## src/rtl/count_seg7_display_if.sv

```systemverilog
// Bundle between the down counter and the seven-segment display driver:
// the count travels in, the anode/cathode/decimal-point drive travels out.
interface count_seg7_display_if;
    logic [3:0] count;
    logic [3:0] an;
    logic [6:0] seg;
    logic       dp;

    modport master (output count, input an, input seg, input dp);
    modport slave  (input count, output an, output seg, output dp);
endinterface

```

## src/rtl/count_seg7_display.sv

```systemverilog
// Multiplexed 4-digit seven-segment driver showing a 0..15 count as decimal on
// the two right digits, with frame-aligned value capture and per-slot blanking.
module count_seg7_display #(
    parameter int SCAN_DIV     = 50000,
    parameter int BLANK_CYCLES = 500
) (
    input  logic                 clk,
    input  logic                 reset,
    count_seg7_display_if.slave  bus
);

    localparam int            PW        = $clog2(SCAN_DIV);
    localparam logic [PW-1:0] PCNT_MAX  = PW'(SCAN_DIV - 1);
    localparam bit            BLANK_EN  = (BLANK_CYCLES > 0);
    localparam logic [PW-1:0] BLANK_LIM = PW'(BLANK_CYCLES);

    logic [PW-1:0] pcnt_q,   pcnt_d;
    logic [1:0]    idx_q,    idx_d;
    logic [3:0]    shadow_q, shadow_d;
    logic [3:0]    an_q,     an_d;
    logic [6:0]    seg_q,    seg_d;

    logic       tick;
    logic       tens;
    logic [3:0] units;
    logic       blank;
    logic [3:0] digit;
    logic       digit_en;

    function automatic logic [6:0] seg_decode(input logic [3:0] d);
        case (d)
            4'd0:    seg_decode = 7'b1000000;
            4'd1:    seg_decode = 7'b1111001;
            4'd2:    seg_decode = 7'b0100100;
            4'd3:    seg_decode = 7'b0110000;
            4'd4:    seg_decode = 7'b0011001;
            4'd5:    seg_decode = 7'b0010010;
            4'd6:    seg_decode = 7'b0000010;
            4'd7:    seg_decode = 7'b1111000;
            4'd8:    seg_decode = 7'b0000000;
            4'd9:    seg_decode = 7'b0010000;
            default: seg_decode = 7'b1111111;
        endcase
    endfunction

    always_comb begin
        // NOTE: every always_comb output gets a default first so no path can infer a latch.
        digit    = 4'd0;
        digit_en = 1'b0;
        an_d     = 4'b1111;
        seg_d    = 7'b1111111;

        tick     = (pcnt_q == PCNT_MAX);
        pcnt_d   = tick ? '0 : pcnt_q + PW'(1);
        idx_d    = tick ? idx_q + 2'd1 : idx_q;
        // Capture only on the last edge of slot 3 so a frame never mixes two values.
        shadow_d = (tick && idx_q == 2'd3) ? bus.count : shadow_q;

        tens  = (shadow_q >= 4'd10);
        units = tens ? shadow_q - 4'd10 : shadow_q;
        blank = BLANK_EN && (pcnt_q < BLANK_LIM);

        case (idx_q)
            2'd0: begin
                digit    = units;
                digit_en = 1'b1;
            end
            2'd1: begin
                digit    = 4'd1;
                digit_en = tens;
            end
            default: begin
                digit    = 4'd0;
                digit_en = 1'b0;
            end
        endcase

        if (!blank && digit_en) begin
            an_d  = ~(4'b0001 << idx_q);
            seg_d = seg_decode(digit);
        end
    end

    // NOTE: reset is synchronous, so it is tested inside the clocked branch rather than in the sensitivity list.
    always_ff @(posedge clk) begin
        if (reset) begin
            pcnt_q   <= '0;
            idx_q    <= 2'd0;
            shadow_q <= 4'd0;
            an_q     <= 4'b1111;
            seg_q    <= 7'b1111111;
        end else begin
            // NOTE: non-blocking assignments so every flop samples pre-edge values.
            pcnt_q   <= pcnt_d;
            idx_q    <= idx_d;
            shadow_q <= shadow_d;
            an_q     <= an_d;
            seg_q    <= seg_d;
        end
    end

    assign bus.an  = an_q;
    assign bus.seg = seg_q;
    assign bus.dp  = 1'b1;

endmodule

```

## src/flat_wrapper.sv

```systemverilog
// flat-port wrapper written by rule: the top's interface ports become plain ports
module count_seg7_display_flat 
#(
    parameter int SCAN_DIV     = 50000,
    parameter int BLANK_CYCLES = 500
)
  (clk, reset, bus_count, bus_an, bus_seg, bus_dp);
  count_seg7_display_if bus_i ();
  input  logic clk;
  input  logic reset;
  input wire logic [$bits(bus_i.count)-1:0] bus_count;
  output wire logic [$bits(bus_i.an)-1:0] bus_an;
  output wire logic [$bits(bus_i.seg)-1:0] bus_seg;
  output wire logic [$bits(bus_i.dp)-1:0] bus_dp;
  assign bus_i.count = bus_count;
  assign bus_an = bus_i.an;
  assign bus_seg = bus_i.seg;
  assign bus_dp = bus_i.dp;
  count_seg7_display #(.SCAN_DIV(SCAN_DIV), .BLANK_CYCLES(BLANK_CYCLES)) u_core (.clk(clk), .reset(reset), .bus(bus_i));
endmodule
```

## config.mk

```make
export PLATFORM = sky130hd
export DESIGN_NAME = count_seg7_display_flat
export DESIGN_NICKNAME = d
export VERILOG_FILES = /design/src/rtl/count_seg7_display_if.sv /design/src/rtl/count_seg7_display.sv /design/src/flat_wrapper.sv
export SDC_FILE = /design/constraint.sdc
export NUM_CORES = 1
export LEC_CHECK = 0
export CORE_MARGIN = 3
export CORE_UTILIZATION = 59
export CTS_CLUSTER_SIZE = 12
export DETAILED_ROUTE_END_ITERATION = 10
export GPL_TIMING_DRIVEN = 1
export PLACE_DENSITY_LB_ADDON = 0.15
export SETUP_SLACK_MARGIN = 0.1
export SKIP_LAST_GASP = 1
export SLEW_MARGIN = 5
export SYNTH_ARGS = -nofsm -noshare
export SYNTH_HDL_FRONTEND = slang
export SYNTH_SLANG_ARGS = --single-unit
```

## constraint.sdc

```tcl
create_clock -name clk -period 3.1 [get_ports clk]
set_clock_uncertainty 0.1 [all_clocks]
set_input_delay 0.31 -clock clk [delete_from_list [all_inputs] [get_ports clk]]
set_output_delay 0.31 -clock clk [all_outputs]
set_load 0.02 [all_outputs]
```

### Word level (Yosys, flattened, before mapping)

Memory sizes are Yosys's and may differ from the RTL's. A register that Yosys moved wholly into a read port is not among the register bits.
Index checks and enable logic that the tools add are counted.

* register bits after elaboration: 26
* bits in latches: 0
* RAM bits: 0
* ROM bits: 112
* memories kept: 1

Memories
* (no name shown): depth 16, width 7, read ports 1, clocked after memory_dff 1, wr ports 0, RTL line count_seg7_display.sv:31 `case (d)`

* $add $sub $neg: 3
* $mul: 0
* divide/modulo/power cells: 0
* $lt $le $gt $ge: 2
* equal/unequal tests: 3
* shift operators: 1
* multiplexer cells: 3
* bitwise operators: 2
* reductions and logical operators: 6

Operators by type and width (number)
* $add A16 B1 Y16 const B: 1
* $eq A16 B16 Y1 const B: 1
* $lt A16 B9 Y1 const B: 1
* $pmux W4 S2: 1
* $ge A4 B4 Y1 const B: 1
* $mux W4: 1
* $not A4 Y4: 1
* $reduce_or A2 Y1: 2
* $shl A1 B2 Y4 const A: 1
* $sub A4 B4 Y4 const B: 1
* $add A2 B1 Y2 const B: 1
* $eq A2 B1 Y1 const B: 1
* $eq A2 B2 Y1 const B: 1
* $logic_and A1 B1 Y1: 2
* $logic_not A2 Y1: 1
* $pmux W1 S2: 1
* $logic_not A1 Y1: 1
* $not A1 Y1: 1

### Longest topological paths before layout

* depth after elaboration: 5
* gate-level depth with buffers: 8
* depth with buffers taken out: 8

### Least setup slack after synthesis

No wires, ideal clock.

* path type: flip-flop to flip-flop
* start: register u_core.shadow_q[1]
* end: register u_core.seg_q[2] (netlist: u_core.bus.seg[2])
* setup time: 149 ps
* arrival: 1751 ps
* data required time: 2851 ps
* slack: 1100 ps
* stages on the path, launching flop included: 8
* buffers on the path: 1
* clock period less this slack: 2000 ps
* cells stage by stage: dfxtp_1 -> clkbuf_1 -> inv_1 -> ha_1 -> a21boi_0 -> and2_1 -> a2111oi_0 -> o21ai_0

* word-level cells in the longest chain between the ends: 5

RTL lines
* from (decl): RTL line count_seg7_display.sv:19 `logic [3:0] shadow_q, shadow_d;`
* from (signal assigned): RTL line count_seg7_display.sv:96 `shadow_q <= shadow_d;`
* $ge A4 B4 Y1: RTL line count_seg7_display.sv:59 `tens = (shadow_q >= 4'd10);`
* $pmux W1 S2: RTL line count_seg7_display.sv:63 `case (idx_q)`
* $logic_and A1 B1 Y1: RTL line count_seg7_display.sv:78 `if (!blank && digit_en) begin`
* $not A1 Y1 (no line)
* $reduce_or A2 Y1 (no line)
* to (decl): RTL line count_seg7_display.sv:21 `logic [6:0] seg_q, seg_d;`

Several ways; a longest one is shown, not always the timed one.
A chain may end at the register's enable or synchronous reset.

### Worst setup path after layout

* start: register u_core.shadow_q[1]
* end: register u_core.seg_q[5] (netlist: u_core.bus.seg[5])

The elaborated chain is that of the path after synthesis.

==> reports/qor.csv <==
metric,value,unit
ys_seq_area_share,40.0,%
die_width,58.9,µm
routed_wl,3280,µm
synthArstFlopShare,0,%
cp_cell_sequence,inv_1 > ha_1 > a21boi_0 > and2_1 > a2111oi_0 > o21ai_0,
first_pass_iters,4,
clock_latency,0.34,ns
hold_viol_final,0,
ant_nets,0,
hold_class,register to register,
drt-met1-wl,1340,µm
r2r-start,u_core.shadow_q[1]$_SDFFE_PP0P_,
grt_pass1_wl,5630,µm
r2r_slack,0.87,ns
rows,18,
finalCritPeriodShare,71.9,%
n_antenna_cell,0,
dp_hpwl,2390,µm
cp.required,3.19,ns
post_cts_resized,0,
yosysWarnings,0,
path_clk_slew,0.10,ns
pwr-share-clk,33.7,%
finalPower,0.000681,W
finalSetupViolCount,0,
final_cell_mix,"dfxtp_1, nor2_1, clkdlybuf4s50_1",
rsz0062_at_grt,no,
syn_avg_cell_area,9.02,µm²
met2_length,1690,µm
worst_slew_pin_slew,0.675,ns
placed_cells,223,
cts_buffers,5,
worstSetupEndpointType,register,
worst_path_largest_cell_delay,0.51,ns
initial_utilization,64.3,%
p_sw_share,23.1,%
wl_met3,186,µm
grt_antenna_before_repair,0,
cp-startpoint,u_core.shadow_q[1]$_SDFFE_PP0P_,
htree_levels,2,
syn_area,1650,µm²
grt-ovfl-total,0,
crit_fanout,9,
synth_seq_cells,33,
clock_sinks,33,
die_height,58.9,µm
ir_drop,0.329,mV
post_cts_buffers,0,
wl_per_cell,14.2,µm
cts_tree,done,
dieArea,3470,µm²
syn_nets,200,
cp-start-kind,register,
worstSetupPathType,register to register,
synth_edf_count,0,
powerDensity,366,nW/µm²
place.gp.congestion,0.803,
synthToLayoutAreaGrowth,12.7,%
cts_buffer_depth,2,
slew_violations,0,
fin_util,72.5,%
cp_data_arrival_time,2.32,ns
via_count,1410,
drcViolationCount,0,
io_pins,18,
top_layer_used,met4,
status,finished clean,
internal-power,0.000524,W
drt_iter0_drc,66,
p_leak,0.670,nW
grt_max_degree,16,
io_buffers,16,
synth-main-ff-cell,dfxtp_1,
drive_gt1_share,7.96,%
final_nets,217,
fin_crit,2.23,ns
power.switching,0.000157,W
syn_inst,183,
grt_use_total,21.2,%
tns,0,ns
cp_slowest_cell,a2111oi_0,
p_seq_share,63.2,%
max_freq,448,MHz
via_per_inst,6.10,
fin_cells,231,
holdBufCountCts,0,
coreArea,2570,µm²
max-cap-violations,0,
ctsRootBufferMaster,clkbuf_4,
grt_pass1_vias,1356,
relSlewSlack,55.0,%
ys_types,45,
p_comb_share,3.2,%
holdCritStartpoint,u_core.pcnt_q[0]$_SDFF_PP0_,
mostFrequentLayoutCell,dfxtp_1,
-- path summary, 6_finish.rpt --
check | endpoint | cells past startpoint
worst max register to register | u_core.bus.seg[5]$_SDFF_PP1_ | 6
worst max-delay path | u_core.bus.seg[5]$_SDFF_PP1_ | 6
worst min register to register | u_core.pcnt_q[0]$_SDFF_PP0_ | 1
worst min-delay path | u_core.pcnt_q[0]$_SDFF_PP0_ | 1
-- synth_stat cells (all sizes together), types with 2 or more instances --
cell type  count  area share, %
a21boi         2           0.91
a21oi          6            1.8
a31oi          3            1.1
and2           3            1.3
and3           2           0.76
and4           2            1.1
buf            3            1.8
clkbuf         4           0.99
dfxtp         33             40
ha            11            8.3
inv            8            1.8
nand2         14            3.2
nand2b         3            1.1
nand3          4            1.2
nand4          6            2.3
nand4b         5            2.7
nor2          19            4.3
nor3           8            2.4
nor4           4            2.4
o21ai          8            2.4
o31ai          3            1.4
or2            2           0.76
xnor2          7            3.7
xor2           7            3.7
-- state kept, by name, indices dropped and copies added (netlist names) --
register	flops
u_core.bus.seg	7
u_core.bus.an	4
u_core.idx_q	2
u_core.shadow_q	4
u_core.pcnt_q	16
-- area by class of cell --
type                       count  area, µm²
sequential                    33        661
multi-input combinational    135        913
clock inverter                 2       10.0
tap                           30       37.5
fill                         217        707
inverter                       8       30.0
clock buffer                   6       41.3
timing repair buffer          17        168
-- power groups by stage --
| stage | logic [W] | clock network [W] | registers [W] |
|---|---|---|---|
| finish | 0.0000215 | 0.000229 | 0.000430 |
| global route | 0.0000242 | 0.000252 | 0.000431 |
| CTS | 0.0000217 | 0.000235 | 0.000431 |
| detailed placement | 0.0000215 | 0 | 0.000440 |
| global placement | 0.0000212 | 0 | 0.000440 |
| floorplan | 0.0000156 | 0 | 0.000440 |
-- critical path, delay by kind of cell, from the launching register on --
| family | cells | cell delay, ns |
|---|---|---|
| adder cells (fa/ha/maj) | 1 | 0.29 |
| flip-flops | 1 | 0.50 |
| AO/OA/AOI/OAI | 3 | 0.81 |
| AND/OR/NAND/NOR | 1 | 0.26 |
| buffers and inverters | 1 | 0.13 |
-- metrics by stage --
stage	worst slack (ns)	hold slack, ns	instance area (µm²)
floorplan	1.10	0.330	1650
global placement	1.02	0.340	1810
detailed placement	0.937	0.359	1810
CTS	0.915	0.380	1860
global route	0.676	0.404	1860
finish	0.870	0.371	1860
-- cell families (layout without fill, tap and decap cells) --
group | after synthesis | in the layout | synth area share [%]
compound gates | 31 | 31 | 12.4
flops | 33 | 33 | 40.0
xor+xnor | 14 | 14 | 7.43
buf+inv | 15 | 33 | 4.62
mux | 1 | 1 | 0.607
other cells | 1 | 1 | 0.227
fa+ha+maj | 11 | 11 | 8.34
simple gates | 77 | 77 | 26.3
-- metal layers --
layer | up-vias | GRT usage, %
li1 | 680 | -
met1 | 669 | 22.1
met2 | 50 | 38.2
met3 | 11 | 6.14
met4 | 0 | 11.0
met5 | - | 0
Power figures use the tool's default switching activity.
